`config.mk`:
```
export PLATFORM = sky130hd
export DESIGN_NAME = mc_ctrl_flat
export DESIGN_NICKNAME = d
export VERILOG_FILES = /design/src/rtl/mc_ctrl_if.sv /design/src/rtl/mc_ctrl.sv /design/src/flat_wrapper.sv
export SDC_FILE = /design/constraint.sdc
export NUM_CORES = 1
export LEC_CHECK = 0
export ABC_AREA = 1
export CAP_MARGIN = 20
export CORE_MARGIN = 5
export CORE_UTILIZATION = 46
export DETAILED_ROUTE_END_ITERATION = 16
export HOLD_SLACK_MARGIN = 0.06
export PLACE_DENSITY = 0.85
export SLEW_MARGIN = 20
export SYNTH_ARGS = -nofsm -noshare
export SYNTH_HDL_FRONTEND = slang
export SYNTH_SLANG_ARGS = --single-unit
```
`constraint.sdc`:
```
create_clock -name clk -period 3.7 [get_ports clk]
set_input_delay 0.74 -clock clk [delete_from_list [all_inputs] [get_ports clk]]
set_output_delay 0.74 -clock clk [all_outputs]
set_load 0.005 [all_outputs]
```
`src/rtl/mc_ctrl_if.sv`:
```
// Control bus between the multicycle controller and the datapath.
interface mc_ctrl_if #(
  parameter int unsigned STATE_W = 4
);
  logic [5:0]         opcode;
  logic [5:0]         funct;
  logic               zero;
  logic               overflow;
  logic               positive;
  logic               signed_less;
  logic [1:0]         alu_ctl;
  logic               ext_op;
  logic [2:0]         reg_src;
  logic [1:0]         npc_sel;
  logic               mem_write;
  logic               mem_op;
  logic               reg_write;
  logic               alu_src;
  logic [1:0]         reg_dst;
  logic               rgs_ins_write;
  logic               pc_write;
  logic               instr_done;
  logic               illegal;
  logic [STATE_W-1:0] state;

  // Controller side: consumes IR fields and ALU flags, drives all controls.
  modport master (
    input  opcode, funct, zero, overflow, positive, signed_less,
    output alu_ctl, ext_op, reg_src, npc_sel, mem_write, mem_op, reg_write,
           alu_src, reg_dst, rgs_ins_write, pc_write, instr_done, illegal, state
  );

  // Datapath side.
  modport slave (
    output opcode, funct, zero, overflow, positive, signed_less,
    input  alu_ctl, ext_op, reg_src, npc_sel, mem_write, mem_op, reg_write,
           alu_src, reg_dst, rgs_ins_write, pc_write, instr_done, illegal, state
  );
endinterface

```
`src/rtl/mc_ctrl.sv`:
```
// Multicycle control FSM: one instruction in flight, 3-5 cycles each.
module mc_ctrl #(
  parameter int unsigned STATE_W = 4
) (
  input logic        clk,
  input logic        rst,
  mc_ctrl_if.master  bus
);

  typedef enum logic [STATE_W-1:0] {
    FETCH, DECODE, EXEC_R, WB_R, EXEC_I, WB_I, MEM_ADDR,
    MEM_RD, MEM_WR, MEM_WB, BRANCH, JUMP, JAL, JR
  } state_t;

  typedef enum logic [2:0] {
    K_NONE, K_ADDU, K_SUBU, K_SLT, K_ORI, K_ADDI, K_LW, K_SW
  } kind_t;

  state_t state_q;
  state_t dec_state;
  kind_t  kind_q;
  kind_t  dec_kind;
  logic   dec_illegal;
  logic   slt_f;
  logic   ovf_f;
  logic   unused_positive;

  assign unused_positive = bus.positive;
  assign bus.state       = state_q;

  // Opcode/funct decode; only consumed while in DECODE.
  always_comb begin
    dec_state   = FETCH;
    dec_kind    = K_NONE;
    dec_illegal = 1'b0;
    case (bus.opcode)
      6'b000000: begin
        case (bus.funct)
          6'b100001: begin dec_state = EXEC_R; dec_kind = K_ADDU; end
          6'b100011: begin dec_state = EXEC_R; dec_kind = K_SUBU; end
          6'b101010: begin dec_state = EXEC_R; dec_kind = K_SLT;  end
          6'b001000: dec_state = JR;
          default:   dec_illegal = 1'b1;
        endcase
      end
      6'b001101: begin dec_state = EXEC_I;   dec_kind = K_ORI;  end
      6'b001000: begin dec_state = EXEC_I;   dec_kind = K_ADDI; end
      6'b100011: begin dec_state = MEM_ADDR; dec_kind = K_LW;   end
      6'b101011: begin dec_state = MEM_ADDR; dec_kind = K_SW;   end
      6'b000100: dec_state = BRANCH;
      6'b000010: dec_state = JUMP;
      6'b000011: dec_state = JAL;
      default:   dec_illegal = 1'b1;
    endcase
  end

  // State register plus the instruction class and ALU flag latches.
  // The class is captured in DECODE so later states never look at the IR.
  always_ff @(posedge clk) begin
    if (!rst) begin
      state_q <= FETCH;
      kind_q  <= K_NONE;
      slt_f   <= 1'b0;
      ovf_f   <= 1'b0;
    end else begin
      case (state_q)
        FETCH:    state_q <= DECODE;
        DECODE: begin
          state_q <= dec_state;
          kind_q  <= dec_kind;
        end
        EXEC_R: begin
          state_q <= WB_R;
          slt_f   <= bus.signed_less;
        end
        EXEC_I: begin
          state_q <= WB_I;
          ovf_f   <= (kind_q == K_ADDI) && bus.overflow;
        end
        MEM_ADDR: state_q <= (kind_q == K_SW) ? MEM_WR : MEM_RD;
        MEM_RD:   state_q <= MEM_WB;
        default:  state_q <= FETCH;
      endcase
    end
  end

  // Output decode from state; everything is held at 0 while in reset.
  always_comb begin
    bus.alu_ctl       = 2'd0;
    bus.ext_op        = 1'b0;
    bus.reg_src       = 3'd0;
    bus.npc_sel       = 2'd0;
    bus.mem_write     = 1'b0;
    bus.mem_op        = 1'b0;
    bus.reg_write     = 1'b0;
    bus.alu_src       = 1'b0;
    bus.reg_dst       = 2'd0;
    bus.rgs_ins_write = 1'b0;
    bus.pc_write      = 1'b0;
    bus.instr_done    = 1'b0;
    bus.illegal       = 1'b0;
    if (rst) begin
      case (state_q)
        FETCH: begin
          bus.rgs_ins_write = 1'b1;
          bus.pc_write      = 1'b1;
        end
        DECODE: begin
          bus.illegal    = dec_illegal;
          bus.instr_done = dec_illegal;
        end
        EXEC_R: bus.alu_ctl = (kind_q == K_ADDU) ? 2'd0 : 2'd1;
        WB_R: begin
          bus.reg_write  = 1'b1;
          bus.instr_done = 1'b1;
          if (kind_q == K_SLT) bus.reg_src = slt_f ? 3'd3 : 3'd2;
        end
        EXEC_I: begin
          bus.alu_src = 1'b1;
          if (kind_q == K_ORI) begin
            bus.alu_ctl = 2'd2;
          end else begin
            bus.ext_op  = 1'b1;
          end
        end
        WB_I: begin
          bus.reg_write  = 1'b1;
          bus.instr_done = 1'b1;
          bus.reg_dst    = ovf_f ? 2'd2 : 2'd1;
          bus.reg_src    = ovf_f ? 3'd3 : 3'd0;
        end
        MEM_ADDR: begin
          bus.alu_src = 1'b1;
          bus.ext_op  = 1'b1;
        end
        MEM_WR: begin
          bus.mem_write  = 1'b1;
          bus.instr_done = 1'b1;
        end
        MEM_WB: begin
          bus.reg_write  = 1'b1;
          bus.reg_dst    = 2'd1;
          bus.reg_src    = 3'd1;
          bus.instr_done = 1'b1;
        end
        BRANCH: begin
          bus.alu_ctl    = 2'd1;
          bus.ext_op     = 1'b1;
          bus.npc_sel    = 2'd1;
          bus.pc_write   = bus.zero;
          bus.instr_done = 1'b1;
        end
        JUMP: begin
          bus.npc_sel    = 2'd2;
          bus.pc_write   = 1'b1;
          bus.instr_done = 1'b1;
        end
        JAL: begin
          bus.reg_write  = 1'b1;
          bus.reg_dst    = 2'd3;
          bus.reg_src    = 3'd4;
          bus.npc_sel    = 2'd2;
          bus.pc_write   = 1'b1;
          bus.instr_done = 1'b1;
        end
        JR: begin
          bus.npc_sel    = 2'd3;
          bus.pc_write   = 1'b1;
          bus.instr_done = 1'b1;
        end
        default: ;
      endcase
    end
  end

endmodule

```
`src/flat_wrapper.sv`:
```
// flat-port wrapper written by rule: the top's interface ports become plain ports
module mc_ctrl_flat 
#(
  parameter int unsigned STATE_W = 4
)
  (clk, rst, bus_opcode, bus_funct, bus_zero, bus_overflow, bus_positive, bus_signed_less, bus_alu_ctl, bus_ext_op, bus_reg_src, bus_npc_sel, bus_mem_write, bus_mem_op, bus_reg_write, bus_alu_src, bus_reg_dst, bus_rgs_ins_write, bus_pc_write, bus_instr_done, bus_illegal, bus_state);
  mc_ctrl_if #(.STATE_W(STATE_W)) bus_i ();
  input logic clk;
  input logic rst;
  input wire logic [$bits(bus_i.opcode)-1:0] bus_opcode;
  input wire logic [$bits(bus_i.funct)-1:0] bus_funct;
  input wire logic [$bits(bus_i.zero)-1:0] bus_zero;
  input wire logic [$bits(bus_i.overflow)-1:0] bus_overflow;
  input wire logic [$bits(bus_i.positive)-1:0] bus_positive;
  input wire logic [$bits(bus_i.signed_less)-1:0] bus_signed_less;
  output wire logic [$bits(bus_i.alu_ctl)-1:0] bus_alu_ctl;
  output wire logic [$bits(bus_i.ext_op)-1:0] bus_ext_op;
  output wire logic [$bits(bus_i.reg_src)-1:0] bus_reg_src;
  output wire logic [$bits(bus_i.npc_sel)-1:0] bus_npc_sel;
  output wire logic [$bits(bus_i.mem_write)-1:0] bus_mem_write;
  output wire logic [$bits(bus_i.mem_op)-1:0] bus_mem_op;
  output wire logic [$bits(bus_i.reg_write)-1:0] bus_reg_write;
  output wire logic [$bits(bus_i.alu_src)-1:0] bus_alu_src;
  output wire logic [$bits(bus_i.reg_dst)-1:0] bus_reg_dst;
  output wire logic [$bits(bus_i.rgs_ins_write)-1:0] bus_rgs_ins_write;
  output wire logic [$bits(bus_i.pc_write)-1:0] bus_pc_write;
  output wire logic [$bits(bus_i.instr_done)-1:0] bus_instr_done;
  output wire logic [$bits(bus_i.illegal)-1:0] bus_illegal;
  output wire logic [$bits(bus_i.state)-1:0] bus_state;
  assign bus_i.opcode = bus_opcode;
  assign bus_i.funct = bus_funct;
  assign bus_i.zero = bus_zero;
  assign bus_i.overflow = bus_overflow;
  assign bus_i.positive = bus_positive;
  assign bus_i.signed_less = bus_signed_less;
  assign bus_alu_ctl = bus_i.alu_ctl;
  assign bus_ext_op = bus_i.ext_op;
  assign bus_reg_src = bus_i.reg_src;
  assign bus_npc_sel = bus_i.npc_sel;
  assign bus_mem_write = bus_i.mem_write;
  assign bus_mem_op = bus_i.mem_op;
  assign bus_reg_write = bus_i.reg_write;
  assign bus_alu_src = bus_i.alu_src;
  assign bus_reg_dst = bus_i.reg_dst;
  assign bus_rgs_ins_write = bus_i.rgs_ins_write;
  assign bus_pc_write = bus_i.pc_write;
  assign bus_instr_done = bus_i.instr_done;
  assign bus_illegal = bus_i.illegal;
  assign bus_state = bus_i.state;
  mc_ctrl #(.STATE_W(STATE_W)) u_core (.clk(clk), .rst(rst), .bus(bus_i));
endmodule
```
==> metrics.txt <==
status=completed; most frequent cells after synthesis=nand2_1 (48), nor2_1 (34), inv_1 (23); core area=about 2000 sq um; PD cells=193.4 nW/um^2; Cell variety after synth=22; vias in the first global route=1164; MaxCap Viol Count=0; Worst Path Arrival=between 2 and 2.5 ns; die area=3146 sq um; final hold viol count=0; H-tree levels=1; Yosys top cell by area=dfxtp_1; vias=1285; first-pass GRT wire length=4705 microns; CTS buffer count=3; cell area after layout=1396 sq um; Ant. Diodes=0; share of post-route cells with drive strength above 1=0.08929; Hold Crit Class=flip-flop to flip-flop; setup TNS=0 ns; CP Capture Type=output port; Clock Skew=~0.0012 ns; RSZ-0062 raised after global routing=no; Final Setup Violations=0; FP Rows=16; initial antenna violation count=0; most frequent cell after synthesis=nand2_1; syn_nets=around 200; f_max=between 300 and 400 MHz; Critical Path RT=2.96 ns; total gr overflow=0; synth top area cells=dfxtp_1 (18%), nand2_1 (18%), nor2_1 (13%), nand3_1 (9.7%), inv_1 (8.8%); CTS tree=done; final antenna-violating net count=0; # fillers=slightly below 200; post-cts resize count=0; Final period util=0.8667; DRC marker count from the first detailed-route iteration=19; Post-layout nets=243; synthesized instance count=roughly 190; met1 wire length=a little over 1000 microns; pin count of the biggest net entering global routing=15; Clock Tree Buf Depth=2; max-slew violation count=0; Post-synth EDFFs=0; Placer Congestion=between 0.8 and 0.9; Yosys top cell area share=0.1844; Port-buffer cells=37; TritonCTS Sinks=9; crit-path max FO=5; DR pass1 iterations=4; root buffer cell=clkbuf_4; vias per cell=a little over 5; GRT Total Usage=0.1795; Primary FF master, synth=dfxtp_1; Worst Setup Start Kind=primary input; IO Count=40; Post-Syn Area=~980 sq um; Post-DP Area=~1400 sq um; Routed WL per cell=about 11 microns; Max IR drop VDD=approximately 0.13 mV; Reg2Reg Setup Slack=between 2 and 2.5 ns; crit path time final=~3.2 ns; critical path class=primary input to output port; Seq/Total Area, Yosys=0.1844; mean post-synth cell area=approximately 5.3 sq um; Worst-path clk slew=about 0.06 ns; Clock Latency Late Sink=approximately 0.26 ns; synth warn=0; Seq cells post-synth=9; metal2 WL=1437 microns; Met3 Routed Length=between 200 and 250 microns; Die W=roughly 56 microns; Post-CTS Hold Fix Bufs=0; Residual DRC=0; Top Metal Used=met4; Leakage=0.6481 nW; synth-to-layout area growth=42.89%; async set or reset register ratio after synthesis=0; Initial Util=0.4881; post-CTS setup buffer count=0; HPWL after DPL=2347 microns; Chip Height=roughly 56 microns; Post-Route WL=2734 microns
-- final timing paths --
path | endpoint | from | cells after the start
hold reg to reg | u_core.slt_f$_SDFFE_PN0P_ | u_core.slt_f$_SDFFE_PN0P_ | 2
setup / recovery | bus_instr_done | bus_opcode[2] | 8
setup reg to reg | u_core.bus.state[0]$_SDFF_PN0_ | u_core.bus.state[0]$_SDFF_PN0_ | 9
hold / removal | u_core.slt_f$_SDFFE_PN0P_ | u_core.slt_f$_SDFFE_PN0P_ | 2
-- kinds of logic after synthesis --
logic type      after synthesis  synth area share
other cells                   1          0.003838
compound gates               27            0.1575
simple gates                117            0.5275
flops                         9            0.1844
buf+inv                      31            0.1268
-- final cells by class --
| class | count | area [sq um] | area share |
|---|---|---|---|
| Inverter | 28 | 105.1 | 0.07527 |
| Timing Repair Buffer | 38 | 377.9 | 0.2706 |
| Clock buffer | 4 | 26.28 | 0.01882 |
| Multi-Input combinational cell | 145 | 673.1 | 0.4821 |
| Sequential cell | 9 | 180.2 | 0.1290 |
| Tap cell | 27 | 33.78 | 0.02419 |
-- report_power, final --
group	total, mW	internal, mW	leakage (nW)	switching [mW]
Clock	0.0751	0.0415	0.0150	0.0336
Sequential	0.109	0.102	0.0734	0.00649
Combinational	0.0862	0.0413	0.560	0.0449
-- state kept, by name, summed over array words and instances (netlist names) --
name              flops
u_core.kind_q         3
u_core.bus.state      4
u_core.slt_f          1
u_core.ovf_f          1
-- cells in the final DEF (no fill, tap or decap) --
master / count
nand3b_1: 2
clkbuf_4: 3
nand3_1: 19
nor3_1: 4
inv_2: 5
o21ai_2: 1
buf_4: 1
nor4_1: 1
clkdlybuf4s50_1: 37
or2_2: 1
conb_1: 1
clkbuf_1: 1
inv_1: 23
nor2_4: 3
o31ai_1: 1
nand2_1: 48
a21oi_1: 10
nor2_2: 4
nor2_1: 34
a21oi_2: 1
nand2_2: 1
o21ai_0: 7
dfxtp_1: 9
a31oi_1: 7
-- metrics by stage --
stage	util	cells	setup slack, ns	total power [mW]	hold WS, ns
after detailed placement	0.6844	247	0.4996	0.1970	0.4684
after CTS	0.6975	251	0.4957	0.2743	0.5009
after global routing	0.6975	251	0.4171	0.2884	0.5268
after global placement	0.6844	247	0.5341	0.1945	0.4622
final	0.6975	251	0.4932	0.2701	0.4960
after floorplan	-	185	1.561	0.1558	0.4411
-- metal layers --
layer	vias to the layer above	global-route usage
met3	6	0.01160
met2	49	0.3472
met5	-	0
met1	554	0.1945
met4	0	0.08136
li1	676	-
-- critical path: stages --
cell	delay [ns]
clkdlybuf4s50_1	0.46
nor2_1	0.27
inv_2	0.11
nor2_4	0.16
o21ai_0	0.11
nand3_1	0.12
nand2_1	0.06
clkdlybuf4s50_1	0.44
Power figures use the tool's default switching activity.
